==> src/rtl/button_reader.sv <==
// Four-button debouncer with sticky press events, read through a single 32-bit word.
// Each button is synchronized, debounced by a stability counter, and latches an event on release-to-press.
module button_reader #(
    parameter int DEBOUNCE_CYCLES = 1000000
) (
    input  logic        clk,
    input  logic        reset,
    input  logic        btn1,
    input  logic        btn2,
    input  logic        btn3,
    input  logic        btn4,
    input  logic        rd_en,
    output logic [31:0] data,
    output logic        irq
);

    localparam int CW = (DEBOUNCE_CYCLES > 1) ? $clog2(DEBOUNCE_CYCLES) : 1;
    localparam logic [CW-1:0] CNT_MAX = CW'(DEBOUNCE_CYCLES - 1);

    logic [3:0]    raw;
    logic [3:0]    s1;
    logic [3:0]    s2;
    logic [3:0]    level;
    logic [3:0]    events;
    logic [3:0]    toggle;
    logic [3:0]    rise;
    logic [CW-1:0] cnt [4];

    // btn1 lands on bit 3 so that each button lines up with its LED.
    assign raw = {btn1, btn2, btn3, btn4};

    always_comb begin
        toggle = '0;
        for (int i = 0; i < 4; i++) begin
            toggle[i] = (s2[i] != level[i]) && (cnt[i] == CNT_MAX);
        end
    end

    assign rise = toggle & ~level;

    always_ff @(posedge clk) begin
        if (reset) begin
            s1     <= '0;
            s2     <= '0;
            level  <= '0;
            events <= '0;
            for (int i = 0; i < 4; i++) begin
                cnt[i] <= '0;
            end
        end else begin
            s1 <= raw;
            s2 <= s1;
            for (int i = 0; i < 4; i++) begin
                if (s2[i] == level[i]) begin
                    cnt[i] <= '0;
                end else if (toggle[i]) begin
                    level[i] <= ~level[i];
                    cnt[i]   <= '0;
                end else begin
                    cnt[i] <= cnt[i] + CW'(1);
                end
            end
            // A fresh press in the read cycle survives the clear.
            events <= (rd_en ? 4'b0000 : events) | rise;
        end
    end

    assign data = {24'h000000, events, level};
    assign irq  = |events;

endmodule

==> config.mk <==
export PLATFORM = sky130hd
export DESIGN_NAME = button_reader
export DESIGN_NICKNAME = d
export VERILOG_FILES = /design/src/rtl/button_reader.sv
export SDC_FILE = /design/constraint.sdc
export NUM_CORES = 1
export LEC_CHECK = 0
export ABC_AREA = 0
export CORE_MARGIN = 2
export CORE_UTILIZATION = 43
export CTS_BUF_LIST = sky130_fd_sc_hd__clkbuf_2
export CTS_CLUSTER_DIAMETER = 150
export DETAILED_ROUTE_END_ITERATION = 16
export GPL_TIMING_DRIVEN = 0
export HOLD_SLACK_MARGIN = 0.15
export PLACE_DENSITY = 0.71
export SLEW_MARGIN = 20
export SYNTH_ARGS = -nofsm -noshare
export SYNTH_HDL_FRONTEND = slang
export SYNTH_SLANG_ARGS = --single-unit
==> constraint.sdc <==
create_clock -name clk -period 3.3 [get_ports clk]
set_input_delay 0.99 -clock clk [delete_from_list [all_inputs] [get_ports clk]]
set_output_delay 0.99 -clock clk [all_outputs]
set_load 0.1 [all_outputs]
==> results of run 1 <==
-- cell type report --
cell class                 count  area, um2
multi-input combinational    457       2540
fill                        1103       5860
clock buffer                   9       45.0
sequential                    96       2720
buffer                        37        233
timing repair buffer          15        154
tap                          147        184
clock inverter                 7       60.1
inverter                      18       67.6
-- through the flow --
| stage | util, % | hold WS (ns) | std cells |
|---|---|---|---|
| 6_report | 50.6 | 0.466 | 786 |
| 5_1_grt | 50.6 | 0.473 | 786 |
| 4_1_cts | 50.6 | 0.468 | 786 |
| 3_5_place_dp | 49.7 | 0.425 | 770 |
| 3_3_place_gp | 49.7 | 0.420 | 770 |
| 2_1_floorplan | - | 0.414 | 608 |
-- cell usage after synthesis, drive strengths merged (12+ instances only) --
| cell type | n |
|---|---|
| edfxtp | 80 |
| nor2 | 72 |
| xnor2 | 42 |
| nand3 | 28 |
| buf | 27 |
| a21oi | 22 |
| nand2 | 21 |
| or4 | 19 |
| inv | 18 |
| nand4 | 18 |
| nor3 | 17 |
| dfxtp | 16 |
| xor2 | 16 |
| o21ai | 12 |
| o31ai | 12 |
-- power groups by stage --
stage / Clock [mW] / Combinational [mW] / Sequential, mW
2_1_floorplan: 0 / 0.223 / 1.42
3_3_place_gp: 0 / 0.242 / 1.43
3_5_place_dp: 0 / 0.245 / 1.44
4_1_cts: 0.585 / 0.246 / 1.41
5_1_grt: 0.628 / 0.269 / 1.42
6_report: 0.567 / 0.249 / 1.41
-- cell families (layout without fill, tap and decap cells) --
| family | after synthesis | after routing |
|---|---|---|
| compound gates | 50 | 50 |
| xor+xnor | 58 | 58 |
| fa+ha+maj | 4 | 4 |
| buf+inv | 55 | 86 |
| flops | 96 | 96 |
| mux | 1 | 1 |
| other cells | 2 | 104 |
| simple gates | 240 | 240 |
-- registers in the layout, indices dropped and copies added (netlist names) --
signal  cells
level       4
s2          4
cnt        80
s1          4
events      4
-- repair_timing --
item / in CTS / in global routing
pin swaps: 0 / 0
hold buffers: 0 / 0
resized for setup: 1 / 2
hold endpoints to repair: 0 / 0
endpoints found under the setup margin: 1 / 2
-- worst max-delay path by stage --
stage	endpoint
CTS	data[0]
detailed placement	cnt[3][10]$_SDFFCE_PN0P_
global placement	cnt[3][16]$_SDFFCE_PN0P_
global route	data[4]
floorplan	irq
finish	data[4]
-- per-layer routing --
layer / up-vias / wire (um)
met5: - / 0
met4: 0 / 217
met3: 15 / 292
met2: 74 / 4540
met1: 1827 / 4470
li1: 1978 / -
==> flow_metrics.env, run 1 <==
export IMPL_swShare_pct=28.3
export IMPL_r2r_slack_ns=0.68
export IMPL_drive_gt1_share_pct=7.98
export IMPL_crit_chain="clkdlybuf4s50_1"
export IMPL_synth_adder_area_share_pct=0.966
export IMPL_drv_slew=0
export IMPL_clk_path_buf_depth=2
export IMPL_grtUsageMet3_pct=2.07
export IMPL_drt_pass1_iter_count=4
export IMPL_antenna_found_initial=0
export IMPL_ios=40
export IMPL_synth_xor_area_share_pct=9.81
export IMPL_die_h_um=114
export IMPL_tns_ns=0
export IMPL_crit_required_ns=2.31
export IMPL_num_vias=3894
export IMPL_chipWidth_um=114
export IMPL_reg2reg_from="cnt[0][0]$_SDFFCE_PN0P_"
export IMPL_powerDensity_nw_per_um2=371
export IMPL_antenna_left=0
export IMPL_yosys_cell_types_count=39
export IMPL_syn_avg_cell_area_um2=10.2
export IMPL_slowest_delay_ns=1.17
export IMPL_ir_worst_vdd_mv=0.272
export IMPL_r2r_end="cnt[0][11]$_SDFFCE_PN0P_"
export IMPL_fin_ws_ns=0.109
export IMPL_worstMarginPinSlew_ns=0.981
export IMPL_critPathLaunchType="flop"
export IMPL_p_total_mw=2.23
export IMPL_synth_edf_count=80
export IMPL_nets=645
export IMPL_yosysWarnings=0
export IMPL_num_antenna_cells=0
export IMPL_grt_pass1_vias=3659
export IMPL_drcViolationCount=0
export IMPL_design_area_um2=6000
export IMPL_p_int_mw=1.60
export IMPL_cp_startpoint="events[0]$_SDFF_PP0_"
export IMPL_hold_depth=1
export IMPL_p_leak_nw=2.12
export IMPL_met1_usage_pct=20.3
export IMPL_post_synth_top_area_cell="edfxtp_1"
export IMPL_h_tree_depth=3
export IMPL_path_depth=1
export IMPL_fmax_mhz=313
export IMPL_drv_cap=0
export IMPL_power_frac_seq_pct=63.4
export IMPL_postCtsSetupBuffers=0
export IMPL_setup_violations=0
export IMPL_gr_total_overflow=0
export IMPL_wirelength_um=9510
export IMPL_ys_seq_area_share_pct=52.6
export IMPL_hold_path_endpoint="s2[2]$_SDFF_PP0_"
export IMPL_synth_top_family_by_area="simple AND/OR/NAND/NOR gates"
export IMPL_grt_use_total_pct=15.5
export IMPL_layout_commonest_cell="conb_1"
export IMPL_crit_type="reg2out"
export IMPL_grt_pass1_wl_um=16200
export IMPL_dp_hpwl_um=6970
export IMPL_synthCells=506
export IMPL_drt_iter0_drc=206
export IMPL_via_per_inst=4.95
export IMPL_syn_cell_area_um2=5180
export IMPL_insertion_delay_ns=0.57
export IMPL_status="finished, final reports clean"
export IMPL_grt_use_met2_pct=25.6
export IMPL_ctsRootBufferMaster="clkbuf_2"
export IMPL_p_switching_mw=0.631
export IMPL_cts_tree="yes"
export IMPL_path_clk_slew_ns=0.24
export IMPL_synth_simple_area_share_pct=24.8
export IMPL_clock_sinks=96
export IMPL_ys_async_sr_fraction_pct=0
export IMPL_synthTopCellsByArea="edfxtp_1 46%, xnor2_1 7.1%, dfxtp_1 6.2%"
export IMPL_period_needed_ns=3.19
export IMPL_combPwrFrac_pct=11.2
export IMPL_place_ws_ns=0.357
export IMPL_reg2reg_depth=7
export IMPL_hp_start="s1[2]$_SDFF_PP0_"
export IMPL_worstPathArrival_ns=2.20
export IMPL_grt_max_degree=16
export IMPL_mostFrequentLayoutCells="104 x conb_1, 80 x edfxtp_1, 72 x nor2_1"
export IMPL_synthToLayoutAreaGrowth_pct=15.9
export IMPL_critPathMaxFanout=3
export IMPL_io_buffers=15
export IMPL_synth_compound_area_share_pct=5.70
export IMPL_top_usage_layer="met2"
export IMPL_row_count=40
export IMPL_synth_top_cell_area_share_pct=46.4
export IMPL_relSlewSlack_pct=34.4
export IMPL_hold_path_class="reg2reg"
export IMPL_ys_dominant_reg_cell="edfxtp_1"
export IMPL_fin_crit_sh_pct=96.7
export IMPL_muxShareOfSynthArea_pct=0.193
export IMPL_initial_core_util_pct=43.7
export IMPL_grt_setup_unrepaired="false"
export IMPL_clkPwrFrac_pct=25.5
export IMPL_cts_buffers=9
export IMPL_crit_family="buffers and inverters"
export IMPL_synth_seq_cells=96
export IMPL_place_area_um2=5900
export IMPL_crit_buf_inv=1
export IMPL_slowest_stage="clkdlybuf4s50_1"
export IMPL_end_kind="output port"
export IMPL_wl_per_cell_um=12.1
export IMPL_gp_congestion=0.839
export IMPL_core_area_um2=11900
export IMPL_hold_viol_final=0
export IMPL_skew_ns=0.0219
export IMPL_die_area_um2=12900
No activity file was read; power rests on OpenSTA's default activity.
==> inputs of run 2 (changes only) <==
--- a/config.mk
+++ b/config.mk
@@ -5,7 +5,7 @@
 export SDC_FILE = /design/constraint.sdc
 export NUM_CORES = 1
 export LEC_CHECK = 0
-export ABC_AREA = 0
+export ABC_AREA = 1
 export CORE_MARGIN = 2
 export CORE_UTILIZATION = 43
 export CTS_BUF_LIST = sky130_fd_sc_hd__clkbuf_2
@@ -13,7 +13,7 @@
 export DETAILED_ROUTE_END_ITERATION = 16
 export GPL_TIMING_DRIVEN = 0
 export HOLD_SLACK_MARGIN = 0.15
-export PLACE_DENSITY = 0.71
+export PLACE_DENSITY = 0.7
 export SLEW_MARGIN = 20
 export SYNTH_ARGS = -nofsm -noshare
 export SYNTH_HDL_FRONTEND = slang
==> run 2 against run 1 <==
Compared with the run above:
- via count up 17%
- largest power group unchanged
- die area grew 11%
- first-iteration DRC count is 46% higher
- clock-buffer cell count up 1
- critical endpoint is now data[3]
- highest routed layer unchanged
- sequential cell count is the same
- clock power rose by 2%
- sequential share of layout area down 4.1 points
- cell area up 10%
==> flow_metrics.env, run 2 <==
export IMPL_mostFrequentLayoutCells="172 x nand2_1, 165 x nor2_1, 104 x conb_1"
export IMPL_path_clk_slew_ns=0.24
export IMPL_hold_path_endpoint="s2[0]$_SDFF_PP0_"
export IMPL_hp_start="s1[0]$_SDFF_PP0_"
export IMPL_worstPathArrival_ns=2.20
export IMPL_num_antenna_cells=0
export IMPL_die_h_um=120
export IMPL_syn_avg_cell_area_um2=8.00
export IMPL_regMostFlops="cnt"
export IMPL_critPathMaxFanout=4
export IMPL_die_area_um2=14300
export IMPL_powerDensity_nw_per_um2=342
export IMPL_cts_tree="yes"
export IMPL_gp_congestion=0.838
export IMPL_synth_seq_cells=96
export IMPL_status="finished, final reports clean"
export IMPL_reg2reg_from="cnt[2][0]$_SDFFCE_PN0P_"
export IMPL_fin_crit_sh_pct=96.7
export IMPL_drcViolationCount=0
export IMPL_grt_use_total_pct=15.9
export IMPL_synth_common_cells="172 x nand2_1, 165 x nor2_1, 80 x edfxtp_1, 65 x inv_1, 37 x a21oi_1"
export IMPL_synth_edf_count=80
export IMPL_core_area_um2=13100
export IMPL_synthTopCellsByArea="edfxtp_1 42%, nand2_1 11%, nor2_1 11%"
export IMPL_row_count=42
export IMPL_hold_viol_final=0
export IMPL_clock_sinks=96
export IMPL_worstMarginPinSlew_ns=1.01
export IMPL_yosys_cell_types_count=31
export IMPL_wl_per_cell_um=10.4
export IMPL_crit_buf_inv=1
export IMPL_crit_required_ns=2.31
export IMPL_h_tree_depth=3
export IMPL_fmax_mhz=313
export IMPL_cts_buffers=9
export IMPL_p_total_mw=2.26
export IMPL_synthToLayoutAreaGrowth_pct=14.9
export IMPL_initial_core_util_pct=43.8
export IMPL_drt_pass1_iter_count=4
export IMPL_slowest_stage="clkdlybuf4s50_1"
export IMPL_clk_path_buf_depth=2
export IMPL_relSlewSlack_pct=32.8
export IMPL_tns_ns=0
export IMPL_drv_cap=0
export IMPL_yosysMostFrequentCell="nand2_1"
export IMPL_gr_total_overflow=0
export IMPL_r2r_slack_ns=1.42
export IMPL_hold_depth=2
export IMPL_p_leak_nw=2.58
export IMPL_nets=857
export IMPL_dp_hpwl_um=8240
export IMPL_ctsRootBufferMaster="clkbuf_2"
export IMPL_wl_met3_um=442
export IMPL_drive_gt1_share_pct=9.75
export IMPL_hold_path_class="reg2reg"
export IMPL_stdcell_count=1027
export IMPL_grt_setup_unrepaired="false"
export IMPL_antenna_left=0
export IMPL_grt_max_degree=16
export IMPL_r2r_end="cnt[2][15]$_SDFFCE_PN0P_"
export IMPL_ys_dominant_reg_cell="edfxtp_1"
export IMPL_post_synth_top_area_cell="edfxtp_1"
export IMPL_met2_length_um=4780
export IMPL_setup_violations=0
export IMPL_io_buffers=14
export IMPL_grt_pass1_wl_um=18400
export IMPL_reg2reg_depth=7
export IMPL_ios=40
export IMPL_slowest_delay_ns=1.16
export IMPL_drt_iter0_drc=300
export IMPL_drv_slew=0
export IMPL_ys_seq_area_share_pct=47.4
export IMPL_topRoutingLayerUsed="met4"
export IMPL_grt_pass1_vias=4173
export IMPL_chipWidth_um=120
export IMPL_wirelength_um=10700
export IMPL_end_kind="output port"
export IMPL_period_needed_ns=3.19
export IMPL_dp_cells=1011
export IMPL_ys_async_sr_fraction_pct=0
export IMPL_skew_ns=0.0236
export IMPL_synth_top_cell_area_share_pct=41.8
export IMPL_met1_length_um=5280
export IMPL_num_vias=4537
export IMPL_largest_reg_flops=80
export IMPL_yosysWarnings=0
export IMPL_crit_type="reg2out"
export IMPL_ir_worst_vdd_mv=0.160
export IMPL_timing_hold_ws_ns=0.420
export IMPL_layout_commonest_cell="nand2_1"
export IMPL_antenna_found_initial=0
export IMPL_synthCells=719
export IMPL_via_per_inst=4.42
export IMPL_crit_chain="clkdlybuf4s50_1"
export IMPL_insertion_delay_ns=0.59
export IMPL_syn_cell_area_um2=5750
export IMPL_crit_family="buffers and inverters"
export IMPL_critPathLaunchType="flop"
==> run 2: cell count changes after synthesis, sizes merged, moves of 12 or more <==
cell   delta
nand2   +155
or4      -18
inv      +48
a21oi    +15
nor2    +111
nand3    +13
o31ai    -12
xnor2    -20
==> run 2: layout make-up <==
type	instances	area, um2
Fill cell	1342	6530
Multi-Input combinational cell	626	2900
Sequential cell	96	2720
Buffer	33	264
Inverter	66	248
Tap cell	176	220
Timing Repair Buffer	14	144
Clock inverter	6	60.1
Clock buffer	10	50.0
==> run 2: how the worst max path moves through the flow <==
stage | startpoint | endpoint | slack (ns) | cells after the start
4_1_cts | level[1]$_SDFFE_PP0P_ | data[1] | 0.02 | 1
3_5_place_dp | events[2]$_SDFF_PP0_ | irq | 0.53 | 2
2_1_floorplan | events[2]$_SDFF_PP0_ | irq | 0.53 | 1
6_report | level[3]$_SDFFE_PP0P_ | data[3] | 0.11 | 1
5_1_grt | level[3]$_SDFFE_PP0P_ | data[3] | 0.008 | 1
3_3_place_gp | events[2]$_SDFF_PP0_ | irq | 0.53 | 2
==> run 2: cells by family (layout without fill, tap and decap cells) <==
family,count (synthesis),count (layout),synth area share [%]
adders and majority gates,4,4,0.871
other,2,104,0.131
DFF,96,96,47.4
AOI/OAI and AO/OA,45,45,3.98
xor gates and xnor gates,41,41,6.25
buffers and inverters,99,129,8.90
and+or+nand+nor,432,432,32.5
==> run 2: power breakdown <==
part	internal, mW	leakage, nW	switching, mW	total [mW]
clock network	0.173	0.0677	0.407	0.580
registers	1.36	0.956	0.0511	1.41
logic	0.0677	1.56	0.203	0.271
total	1.60	2.58	0.661	2.26
==> run 2: what timing repair did <==
| item | 4_1_cts | 5_1_grt |
|---|---|---|
| hold buffers | 0 | 0 |
| cloned | 0 | 0 |
| setup endpoints to repair | 1 | 2 |
| buffers inserted | 0 | 0 |
| resized for setup | 1 | 2 |
==> run 2: through the flow <==
stage	worst slack, ns	area, um2	util, %
6_report	0.108	6610	50.3
5_1_grt	0.00791	6610	50.3
4_1_cts	0.0162	6600	50.2
3_5_place_dp	0.526	6490	49.4
3_3_place_gp	0.527	6490	49.4
2_1_floorplan	0.533	6130	-
==> run 2: routing by layer <==
metal	up-vias	track usage, %
li1	2434	-
met1	2014	21.7
met4	0	6.40
met5	-	0
met3	18	2.76
met2	71	25.1
==> run 2: worst register-to-register path: cells and delay by family, from the launching register on <==
kind,cells,cell delay [ns]
fa+ha+maj,1,0.27
buf+inv,1,0.16
flops,1,0.54
simple gates,5,0.70
